$ cat src/rtl/lsu_pkg.sv
// Shared definitions for the load/store unit: RV32I width codes, FSM encoding
// and the default Data_RAM word-index width.
package lsu_pkg;

  localparam int WORD_ADDR_WIDTH_DEF = 10;

  localparam logic [2:0] F3_B  = 3'b000;
  localparam logic [2:0] F3_H  = 3'b001;
  localparam logic [2:0] F3_W  = 3'b010;
  localparam logic [2:0] F3_BU = 3'b100;
  localparam logic [2:0] F3_HU = 3'b101;

  typedef enum logic [2:0] {
    ST_IDLE,
    ST_READ,
    ST_CAPTURE,
    ST_WRITE,
    ST_RESP
  } lsu_state_e;

endpackage

$ cat src/rtl/load_store_align.sv
// Combinational lane logic: load extraction/extension, store byte/half merge,
// and the illegal-funct3 / misalignment flags for one access.
module load_store_align
  import lsu_pkg::*;
(
  input  logic        is_store_i,
  input  logic [2:0]  funct3_i,
  input  logic [1:0]  byte_offset_i,
  input  logic [31:0] word_i,
  input  logic [31:0] store_data_i,
  output logic [31:0] load_data_o,
  output logic [31:0] merged_word_o,
  output logic        illegal_o,
  output logic        misaligned_o
);

  logic [7:0]  byte_sel;
  logic [15:0] half_sel;

  assign byte_sel = word_i[{byte_offset_i, 3'b000} +: 8];
  assign half_sel = byte_offset_i[1] ? word_i[31:16] : word_i[15:0];

  // NOTE: every output gets a default before the case so no path can infer a latch.
  always_comb begin
    illegal_o     = 1'b0;
    misaligned_o  = 1'b0;
    load_data_o   = '0;
    merged_word_o = word_i;
    case (funct3_i)
      F3_B: begin
        load_data_o = {{24{byte_sel[7]}}, byte_sel};
        merged_word_o[{byte_offset_i, 3'b000} +: 8] = store_data_i[7:0];
      end
      F3_H: begin
        misaligned_o = byte_offset_i[0];
        load_data_o  = {{16{half_sel[15]}}, half_sel};
        merged_word_o[{byte_offset_i[1], 4'b0000} +: 16] = store_data_i[15:0];
      end
      F3_W: begin
        misaligned_o  = |byte_offset_i;
        load_data_o   = word_i;
        merged_word_o = store_data_i;
      end
      // Unsigned widths exist only for loads.
      F3_BU: begin
        illegal_o   = is_store_i;
        load_data_o = {24'h0, byte_sel};
      end
      F3_HU: begin
        illegal_o    = is_store_i;
        misaligned_o = byte_offset_i[0];
        load_data_o  = {16'h0, half_sel};
      end
      default: illegal_o = 1'b1;
    endcase
  end

endmodule

$ cat src/rtl/load_store_unit.sv
// Memory-access stage in front of Data_RAM: one request at a time, registered
// one-cycle RAM enables, read-modify-write for SB/SH, formatted load results.
module load_store_unit
  import lsu_pkg::*;
#(
  parameter int WORD_ADDR_WIDTH = WORD_ADDR_WIDTH_DEF,
  parameter int DATA_WIDTH      = 32
) (
  input  logic                       clk,
  input  logic                       reset,
  input  logic                       req_valid,
  output logic                       req_ready,
  input  logic                       is_store,
  input  logic [2:0]                 funct3,
  input  logic [31:0]                addr,
  input  logic [DATA_WIDTH-1:0]      store_data,
  output logic                       resp_valid,
  output logic                       fault,
  output logic [DATA_WIDTH-1:0]      load_data,
  output logic                       ram_read_enable,
  output logic                       ram_write_enable,
  output logic [WORD_ADDR_WIDTH-1:0] ram_read_address,
  output logic [WORD_ADDR_WIDTH-1:0] ram_write_address,
  output logic [DATA_WIDTH-1:0]      ram_data_in,
  input  logic [DATA_WIDTH-1:0]      ram_data_out
);

  lsu_state_e                 state_q, state_d;
  logic [WORD_ADDR_WIDTH-1:0] widx_q, widx_d;
  logic [1:0]                 off_q, off_d;
  logic [2:0]                 funct3_q, funct3_d;
  logic                       is_store_q, is_store_d;
  logic [DATA_WIDTH-1:0]      store_data_q, store_data_d;
  logic                       fault_q, fault_d;
  logic                       rd_en_q, rd_en_d;
  logic                       wr_en_q, wr_en_d;
  logic                       resp_q, resp_d;
  logic [DATA_WIDTH-1:0]      wdata_q, wdata_d;
  logic [DATA_WIDTH-1:0]      load_data_q, load_data_d;

  logic                       idle;
  logic                       al_is_store;
  logic [2:0]                 al_funct3;
  logic [1:0]                 al_off;
  logic [DATA_WIDTH-1:0]      al_store_data;
  logic [DATA_WIDTH-1:0]      al_load_data;
  logic [DATA_WIDTH-1:0]      al_merged;
  logic                       al_illegal;
  logic                       al_misaligned;
  logic                       out_of_range;
  logic                       accept_fault;

  assign idle = (state_q == ST_IDLE);

  // In IDLE the aligner judges the incoming request; afterwards it works on the latched one.
  assign al_is_store   = idle ? is_store         : is_store_q;
  assign al_funct3     = idle ? funct3           : funct3_q;
  assign al_off        = idle ? addr[1:0]        : off_q;
  assign al_store_data = idle ? store_data       : store_data_q;

  load_store_align u_align (
    .is_store_i    (al_is_store),
    .funct3_i      (al_funct3),
    .byte_offset_i (al_off),
    .word_i        (ram_data_out),
    .store_data_i  (al_store_data),
    .load_data_o   (al_load_data),
    .merged_word_o (al_merged),
    .illegal_o     (al_illegal),
    .misaligned_o  (al_misaligned)
  );

  assign out_of_range = |addr[31:WORD_ADDR_WIDTH+2];
  assign accept_fault = out_of_range | al_illegal | al_misaligned;

  always_comb begin
    state_d      = state_q;
    widx_d       = widx_q;
    off_d        = off_q;
    funct3_d     = funct3_q;
    is_store_d   = is_store_q;
    store_data_d = store_data_q;
    fault_d      = fault_q;
    wdata_d      = wdata_q;
    load_data_d  = load_data_q;
    case (state_q)
      ST_IDLE: begin
        if (req_valid) begin
          widx_d       = addr[WORD_ADDR_WIDTH+1:2];
          off_d        = addr[1:0];
          funct3_d     = funct3;
          is_store_d   = is_store;
          store_data_d = store_data;
          fault_d      = accept_fault;
          load_data_d  = '0;
          if (accept_fault) begin
            state_d = ST_RESP;
          end else if (is_store && funct3 == F3_W) begin
            wdata_d = store_data;
            state_d = ST_WRITE;
          end else begin
            state_d = ST_READ;
          end
        end
      end
      ST_READ:    state_d = ST_CAPTURE;
      ST_CAPTURE: begin
        // Data_RAM output now holds the word latched on the READ edge.
        if (is_store_q) begin
          wdata_d = al_merged;
          state_d = ST_WRITE;
        end else begin
          load_data_d = al_load_data;
          state_d     = ST_RESP;
        end
      end
      ST_WRITE:   state_d = ST_RESP;
      ST_RESP:    state_d = ST_IDLE;
      default:    state_d = ST_IDLE;
    endcase
    // Enables and the response strobe are decoded from the next state and registered.
    rd_en_d = (state_d == ST_READ);
    wr_en_d = (state_d == ST_WRITE);
    resp_d  = (state_d == ST_RESP);
  end

  // NOTE: sequential state uses non-blocking assignments so every register samples pre-edge values.
  always_ff @(posedge clk) begin
    if (reset) state_q <= ST_IDLE;
    else       state_q <= state_d;
  end

  always_ff @(posedge clk) begin
    if (reset) begin
      widx_q       <= '0;
      off_q        <= '0;
      funct3_q     <= '0;
      is_store_q   <= 1'b0;
      store_data_q <= '0;
      fault_q      <= 1'b0;
      rd_en_q      <= 1'b0;
      wr_en_q      <= 1'b0;
      resp_q       <= 1'b0;
      wdata_q      <= '0;
      load_data_q  <= '0;
    end else begin
      widx_q       <= widx_d;
      off_q        <= off_d;
      funct3_q     <= funct3_d;
      is_store_q   <= is_store_d;
      store_data_q <= store_data_d;
      fault_q      <= fault_d;
      rd_en_q      <= rd_en_d;
      wr_en_q      <= wr_en_d;
      resp_q       <= resp_d;
      wdata_q      <= wdata_d;
      load_data_q  <= load_data_d;
    end
  end

  assign req_ready         = idle;
  assign resp_valid        = resp_q;
  assign fault             = fault_q;
  assign load_data         = load_data_q;
  assign ram_read_enable   = rd_en_q;
  assign ram_write_enable  = wr_en_q;
  assign ram_read_address  = widx_q;
  assign ram_write_address = widx_q;
  assign ram_data_in       = wdata_q;

endmodule

$ cat config.mk
export PLATFORM = sky130hd
export DESIGN_NAME = load_store_unit
export DESIGN_NICKNAME = d
export VERILOG_FILES = /design/src/rtl/lsu_pkg.sv /design/src/rtl/load_store_align.sv /design/src/rtl/load_store_unit.sv
export SDC_FILE = /design/constraint.sdc
export NUM_CORES = 1
export LEC_CHECK = 0
export CAP_MARGIN = 20
export CORE_UTILIZATION = 31
export CTS_CLUSTER_DIAMETER = 100
export DETAILED_ROUTE_END_ITERATION = 12
export SLEW_MARGIN = 30
export SYNTH_ARGS = -nofsm -noshare
export SYNTH_HDL_FRONTEND = slang
export SYNTH_SLANG_ARGS = --single-unit
$ cat constraint.sdc
create_clock -name clk -period 8.73 [get_ports clk]
set_input_delay 2.1825 -clock clk [delete_from_list [all_inputs] [get_ports clk]]
set_output_delay 2.1825 -clock clk [all_outputs]
set_load 0.01 [all_outputs]
==> results by group, run 1 <==
Logic synthesis
  • Yosys synthesis warning count: 0
  • Post-synthesis async set-or-reset flop share: 0
  • Post-synth EDFFs: 0
  • Mapped Area: 6020 sq um
  • Post-synthesis mux area share: 0.0233
  • Syn nets: 853
  • Post-synthesis adder-cell area fraction: 0.0104
  • Cells after Synth: 745
  • Sequential element share of the synthesized area: 0.396
  • Synth Area in XOR/XNOR: 0
  • Top FF cell, synth: dfxtp_1
  • Post-synthesis cell type count: 61
  • #FFs+latches synth: 119
  • Largest family of logic cells by synthesized area: compound AO/OA/AOI/OAI gates
  • Post-synthesis area per instance: 8.08 sq um
  • Synth Area in Simple Gates: 0.177
  • Compound-Gate Fraction of Synth Area: 0.333

Power
  • Pwr/cell area: 183 nW/um^2
  • Comb power frac: 0.138
  • Clk pwr share: 0.502
  • Static Leakage: 0.00301 uW
  • Sw frac: 0.253
  • Peak supply drop: 0.000135 V
  • Pint: 1180 uW
  • Sequential Power Share: 0.360
  • Psw: 401 uW

Worst setup path
  • Crit start category: input pin
  • Worst reg-to-reg path cell count: 8
  • Arrival @ worst endpoint: 5.29 ns
  • CP max FO: 27
  • CP Data Required Time: 9.04 ns
  • FF-to-FF End: ram_data_in[31]
  • CP endpoint kind: flop
  • R2R Path Start: state_q[1]
  • Slowest-stage cell, CP: clkdlybuf4s50_1
  • R2R setup slack: 4.75 ns
  • CP peak stage delay: 0.67 ns
  • CP Class: input pin to flop
  • CP cell instances: clkdlybuf4s50_1 -> nor3b_1 -> nor4b_1 -> a41oi_4 -> nor2_2 -> mux2_4

Routing
  • Iteration-0 DRC Markers: 578
  • Vias/cell: 5.55
  • DRT Pass-1 Iters: 8
  • Residual DRC: 0
  • DR WL/cell: 20.5 um
  • Detail Route Antenna Nets: 0
  • Vias post-DR: 6482
  • Wirelength, routed: 23.9 mm

Global route
  • Largest net degree at the start of global routing: 48
  • Vias in the first global route: 6021
  • Antenna violations before repair: 0
  • First-pass GRT wire length: 35.8 mm
  • Global route overflow: 0
  • Total GRT Usage: 0.239

STA
  • Fin crit period: 4.98 ns
  • Slew @ Worst Pin: 1.04 ns
  • # setup viols final: 0
  • Unrepaired setup endpoints after global routing: false
  • FMAX: 0.201 GHz
  • Slew Limit Fails: 0
  • Worst Clk Skew: 0.00720 ns
  • Setup TNS: 0 ns
  • PnR worst setup slack: 3.75 ns
  • WHS: 0.452 ns
  • Hold Violations, Final: 0
  • Period utilisation layout: 0.571
  • Max_slew headroom: 0.307

Min path
  • Worst min-delay path category: flop to flop
  • Cell depth of the worst hold path: 2
  • Hold Crit Start: load_data[7]
  • Hold EP: load_data[7]

Clock tree
  • CTS Sinks: 119
  • Reg clk slew, reported paths: 0.05 ns
  • CTS root buf: clkbuf_16
  • H-tree depth: 4
  • CTS Hold Buffers Added: 0
  • CTS resizes: 0
  • Total setup buffers inserted after CTS: 0
  • CTS buffer count: 17
  • Clock latency on the worst-skew pair: 0.42 ns
  • CTS Buffer Depth: 2
  • CTS tree: yes

Cells and area
  • Inserted Diodes: 0
  • Share of cells above drive strength 1: 0.0717
  • Fillers: 1857
  • Post-route cell area: 8660 sq um
  • Multi-input logic area: 3300 sq um
  • Nets@finish: 1002
  • Syn-to-layout area delta: 43.9%
  • Seq. cell area: 2380 sq um

Die
  • Core area: 18900 sq um
  • Die area: 20000 sq um
  • Die Span X: 141 um
  • Site Rows: 50
  • Die height: 141 um
  • I/O pin total: 192
  • Initial Utilization: 0.319

Place
  • GPL Wtd Cong: 0.940
  • IO Port Bufs: 191
  • Dpl cell area: 8000 sq um
  • Dpl hpwl: 17.0 mm
  • Worst slack at placement: 3.42 ns

Outcome
  • Status: complete, no violations

Flow run
  • Max-cap viol count: 0
==> through the flow <==
stage	utilization	total power, uW	instances
final	0.459	1590	1167
after global routing	0.459	1640	1167
after CTS	0.458	1590	1167
after detailed placement	0.423	797	1135
after global placement	0.423	796	1135
after floorplan	-	686	745
==> layout make-up <==
type                    instances  area share
flip-flops and latches        119       0.275
clock buffers                  19      0.0500
clock inverters                13      0.0263
inverters                       7     0.00303
multi-input cells             550       0.381
well taps                     260      0.0375
repair buffers                199       0.227
==> worst max-delay path by stage <==
stage / cells past startpoint / start / end
2_1_floorplan: 7 / addr[1] / ram_data_in[24]
3_3_place_gp: 7 / funct3[1] / ram_data_in[31]
3_5_place_dp: 7 / funct3[1] / ram_data_in[31]
4_1_cts: 7 / funct3[1] / ram_data_in[31]
5_1_grt: 6 / funct3[1] / ram_data_in[31]
6_report: 6 / funct3[1] / ram_data_in[31]
==> kinds of logic (layout without fill, tap and decap cells) <==
family                   Yosys count  count (layout)
adder cells (fa/ha/maj)            5               5
AND/OR/NAND/NOR                  240             240
multiplexers                      12              12
flip-flops                       119             119
buffers and inverters             76             238
AO/OA/AOI/OAI                    293             293
==> layout by cell type (no fill, tap or decap), types with 5 or more instances in the layout <==
cell	netlist	routed
nor2b_1	6	6
a22oi_1	5	5
a211oi_1	10	9
a221oi_1	38	38
nand2_1	163	163
bufinv_16	0	6
mux2i_1	6	6
a222oi_1	9	9
o211ai_1	19	19
nor4_1	10	10
nand2b_1	7	7
ha_1	5	5
clkbuf_16	0	17
a221o_1	10	10
a21oi_1	80	79
clkdlybuf4s50_1	0	190
buf_4	15	8
dfxtp_1	119	119
o31ai_1	19	19
o21ai_0	65	65
a22o_1	15	15
nor2_1	17	16
nor3_1	12	12
==> flip-flops by register name (all words and copies together) (netlist names) <==
name,flops
ram_write_enable,1
store_data_q,32
load_data,32
resp_valid,1
state_q,3
off_q,2
is_store_q,1
ram_read_address,10
ram_data_in,32
ram_read_enable,1
fault,1
funct3_q,3
==> metal layers <==
metal | vias up | wire [um] | GRT usage
li1 | 3072 | - | -
met1 | 3048 | 10600 | 0.323
met2 | 311 | 10600 | 0.361
met3 | 51 | 1860 | 0.0506
met4 | 0 | 816 | 0.112
met5 | - | 0 | 0
==> critical path, delay by kind of cell <==
kind                   cells  cell delay, ns
AOI/OAI and AO/OA          1            0.57
buffers and inverters      1            0.67
muxes                      1            0.33
and+or+nand+nor            3            1.53
==> synth_stat cells (all sizes together), types with 4 or more instances <==
master | n | share of area
nand2 | 164 | 0.10
dfxtp | 119 | 0.40
a21oi | 80 | 0.066
o21ai | 65 | 0.054
clkbuf | 45 | 0.028
a221oi | 38 | 0.055
buf | 24 | 0.028
o211ai | 19 | 0.024
o31ai | 19 | 0.024
nor2 | 18 | 0.012
a22o | 15 | 0.022
nor3 | 13 | 0.012
a221o | 11 | 0.018
a211oi | 10 | 0.012
nor4 | 10 | 0.010
a222oi | 9 | 0.015
mux2i | 8 | 0.015
nand2b | 7 | 0.0073
a22oi | 6 | 0.0098
inv | 6 | 0.0037
nor2b | 6 | 0.0062
ha | 5 | 0.010
a31o | 4 | 0.0058
mux2 | 4 | 0.0087
nand3 | 4 | 0.0033
nand3b | 4 | 0.0050
==> power by group through the flow <==
stage	clock network [uW]	logic [uW]	registers [uW]
2_1_floorplan	0	107	578
3_3_place_gp	0	213	582
3_5_place_dp	0	214	582
4_1_cts	806	215	571
5_1_grt	832	233	573
6_report	797	218	571
Note: power is estimated with default switching activity, not from simulation.
==> inputs of run 2 (changes only) <==
==> constraint.sdc (replaced) <==
create_clock -name clk -period 4.8 [get_ports clk]
set_input_delay 1.2 -clock clk [delete_from_list [all_inputs] [get_ports clk]]
set_output_delay 1.2 -clock clk [all_outputs]
set_load 0.01 [all_outputs]
==> run 2 against run 1 <==
  * Cell area is 0.23% lower
  * Sequential power up 82%
  * Hold slack improved by 0.0024 ns
  * Sequential share of layout area grew 0.064 points
  * Routed wire length rose by 1.4%
  * Combinational power up 84%
  * Via count rose by 0.63%
  * Critical path type unchanged
  * Largest cell class unchanged
==> results by group, run 2 (synthesis gave the netlist of run 1 again) <==
Die
  • Core area: 18900 sq um (unchanged)
  • Die height: 141 um (unchanged)
  • I/O pin total: 192 (unchanged)
  • Initial Utilization: 0.319 (unchanged)
  • Site Rows: 50 (unchanged)
  • Die area: 20000 sq um (unchanged)
  • Die Span X: 141 um (unchanged)

Power
  • Psw: 731 uW (was 401 uW)
  • Clk pwr share: 0.475 (was 0.502)
  • Pwr/cell area: 317 nW/um^2 (was 183 nW/um^2)
  • Comb power frac: 0.146 (was 0.138)
  • Static Leakage: 0.00301 uW (about the same)
  • Pint: 2010 uW (was 1180 uW)
  • Sw frac: 0.266 (was 0.253)
  • Peak supply drop: 0.000244 V (was 0.000135 V)
  • Sequential Power Share: 0.379 (was 0.360)

Cells and area
  • Post-route cell area: 8640 sq um (was 8660 sq um)
  • Inserted Diodes: 0 (unchanged)
  • Commonest cells after routing, fill and taps aside: 190 x clkdlybuf4s50_1, 163 x nand2_1, 119 x dfxtp_1 (unchanged)
  • Share of cells above drive strength 1: 0.0778 (was 0.0717)
  • Multi-input logic area: 3300 sq um (about the same)
  • Fillers: 1918 (was 1857)
  • Most common cell after layout, fill and taps aside: clkdlybuf4s50_1 (unchanged)
  • Nets@finish: 1009 (was 1002)
  • Non-filler cells, final: 1173 (was 1167)
  • Seq. cell area: 2380 sq um (unchanged)
  • Post-Route Utilization: 0.458 (was 0.459)
  • Syn-to-layout area delta: 43.6% (was 43.9%)

Min path
  • Cell depth of the worst hold path: 2 (unchanged)
  • Worst min-delay path category: flop to flop (unchanged)
  • Hold Crit Start: load_data[8] (was load_data[7])

STA
  • Fin crit period: 3.80 ns
  • Slew Limit Fails: 0 (unchanged)
  • Worst Clk Skew: 0.00685 ns (was 0.00720 ns)
  • PnR worst setup slack: 0.998 ns (was 3.75 ns)
  • Max_slew headroom: 0.397 (was 0.307)
  • Setup TNS: 0 ns (unchanged)
  • Hold Violations, Final: 0 (unchanged)
  • # setup viols final: 0 (unchanged)
  • FMAX: 0.263 GHz
  • Unrepaired setup endpoints after global routing: false (unchanged)
  • Period utilisation layout: 0.792
  • Slew @ Worst Pin: 0.903 ns (was 1.04 ns)

Global route
  • Largest net degree at the start of global routing: 67 (was 48)
  • First-pass GRT wire length: 36.8 mm (was 35.8 mm)
  • Total GRT Usage: 0.245 (was 0.239)
  • Global route overflow: 0 (unchanged)
  • Antenna violations before repair: 0 (unchanged)
  • Vias in the first global route: 6118 (was 6021)

Routing
  • DRT Pass-1 Iters: 5 (was 8)
  • Vias/cell: 5.56 (was 5.55)
  • Residual DRC: 0 (unchanged)
  • Detail Route Antenna Nets: 0 (unchanged)
  • Iteration-0 DRC Markers: 843 (was 578)
  • Vias post-DR: 6523 (was 6482)
  • Wirelength, routed: 24.2 mm (was 23.9 mm)
  • DR WL/cell: 20.7 um (was 20.5 um)

Clock tree
  • CTS Buffer Depth: 2 (unchanged)
  • CTS tree: yes (unchanged)
  • H-tree depth: 4 (unchanged)
  • Clock latency on the worst-skew pair: 0.42 ns (about the same)
  • CTS root buf: clkbuf_16 (unchanged)
  • CTS resizes: 0 (unchanged)
  • CTS Hold Buffers Added: 0 (unchanged)
  • Reg clk slew, reported paths: 0.06 ns (was 0.05 ns)
  • Total setup buffers inserted after CTS: 0 (unchanged)
  • CTS Sinks: 119 (unchanged)
  • CTS buffer count: 17 (unchanged)

Worst setup path
  • Bufs and invs on worst path: 2 (was 1)
  • CP cell instances: clkdlybuf4s50_1 -> mux2i_2 -> clkinv_1 -> ha_1 -> o22ai_1 -> a221oi_1 -> nor4_1 -> a31o_2 (was clkdlybuf4s50_1 -> nor3b_1 -> nor4b_1 -> a41oi_4 -> nor2_2 -> mux2_4)
  • CP endpoint kind: flop (unchanged)
  • Arrival @ worst endpoint: 4.17 ns (was 5.29 ns)
  • Slowest-stage cell, CP: o22ai_1 (was clkdlybuf4s50_1)
  • R2R Path Start: state_q[1] (unchanged)
  • Levels on crit path: 8 (was 6)
  • CP peak stage delay: 0.57 ns (was 0.67 ns)
  • CP Class: input pin to flop (unchanged)
  • CP Data Required Time: 5.16 ns (was 9.04 ns)
  • Crit start category: input pin (unchanged)
  • CP max FO: 10 (was 27)
  • Worst reg-to-reg path cell count: 9 (was 8)
  • Critical Path Start: addr[1] (was funct3[1])
  • Critical path's top delay family: buffers and inverters (was simple AND/OR/NAND/NOR gates)

Place
  • Dpl cell area: 8040 sq um (was 8000 sq um)
  • Dpl hpwl: 17.5 mm (was 17.0 mm)
  • Placed insts: 1142 (was 1135)
  • IO Port Bufs: 191 (unchanged)
  • GPL Wtd Cong: 0.880 (was 0.940)
  • Worst slack at placement: 0.621 ns (was 3.42 ns)

Outcome
  • Status: complete, no violations (unchanged)

Flow run
  • Max-cap viol count: 0 (unchanged)
run 2: metrics by stage:
step	hold WS (ns)	power [uW]
after floorplan	0.436	1250
after global placement	0.434	1450
after CTS	0.457	2750
after detailed placement	0.446	1450
after global routing	0.473	2830
final	0.454	2740
run 2: worst paths after layout:
check | to | slack (ns)
worst max-delay path | ram_data_in[26] | 1.0
worst min-delay path | load_data[8] | 0.45
worst max register to register | ram_data_in[26] | 1.04
worst min register to register | load_data[8] | 0.45
run 2: area by class of cell:
| cell class | instances | area share |
|---|---|---|
| Timing Repair Buffer | 206 | 0.234 |
| Clock buffer | 19 | 0.0512 |
| Sequential cell | 119 | 0.276 |
| Clock inverter | 12 | 0.0177 |
| Tap cell | 260 | 0.0376 |
| Inverter | 7 | 0.00304 |
| Multi-Input combinational cell | 550 | 0.381 |
run 2: layer usage:
| layer | share of wire | GRT usage | vias up |
|---|---|---|---|
| li1 | - | - | 3089 |
| met1 | 0.44 | 0.333 | 3092 |
| met2 | 0.45 | 0.379 | 293 |
| met3 | 0.086 | 0.0466 | 49 |
| met4 | 0.029 | 0.0978 | 0 |
| met5 | 0 | 0 | - |
run 2: power by group through the flow:
stage	logic, uW	registers, uW	clock network [uW]
finish	401	1040	1300
global route	427	1040	1360
CTS	395	1040	1310
detailed placement	394	1060	0
global placement	395	1060	0
floorplan	195	1050	0
run 2: worst register-to-register path: stages (launching register included):
cell      delay, ns
dfxtp_1        0.39
or3_4          0.57
inv_2          0.27
mux2i_2        0.52
clkinv_1       0.43
ha_1           0.35
o22ai_1        0.57
a221oi_1       0.21
nor4_1         0.25
a31o_2         0.14
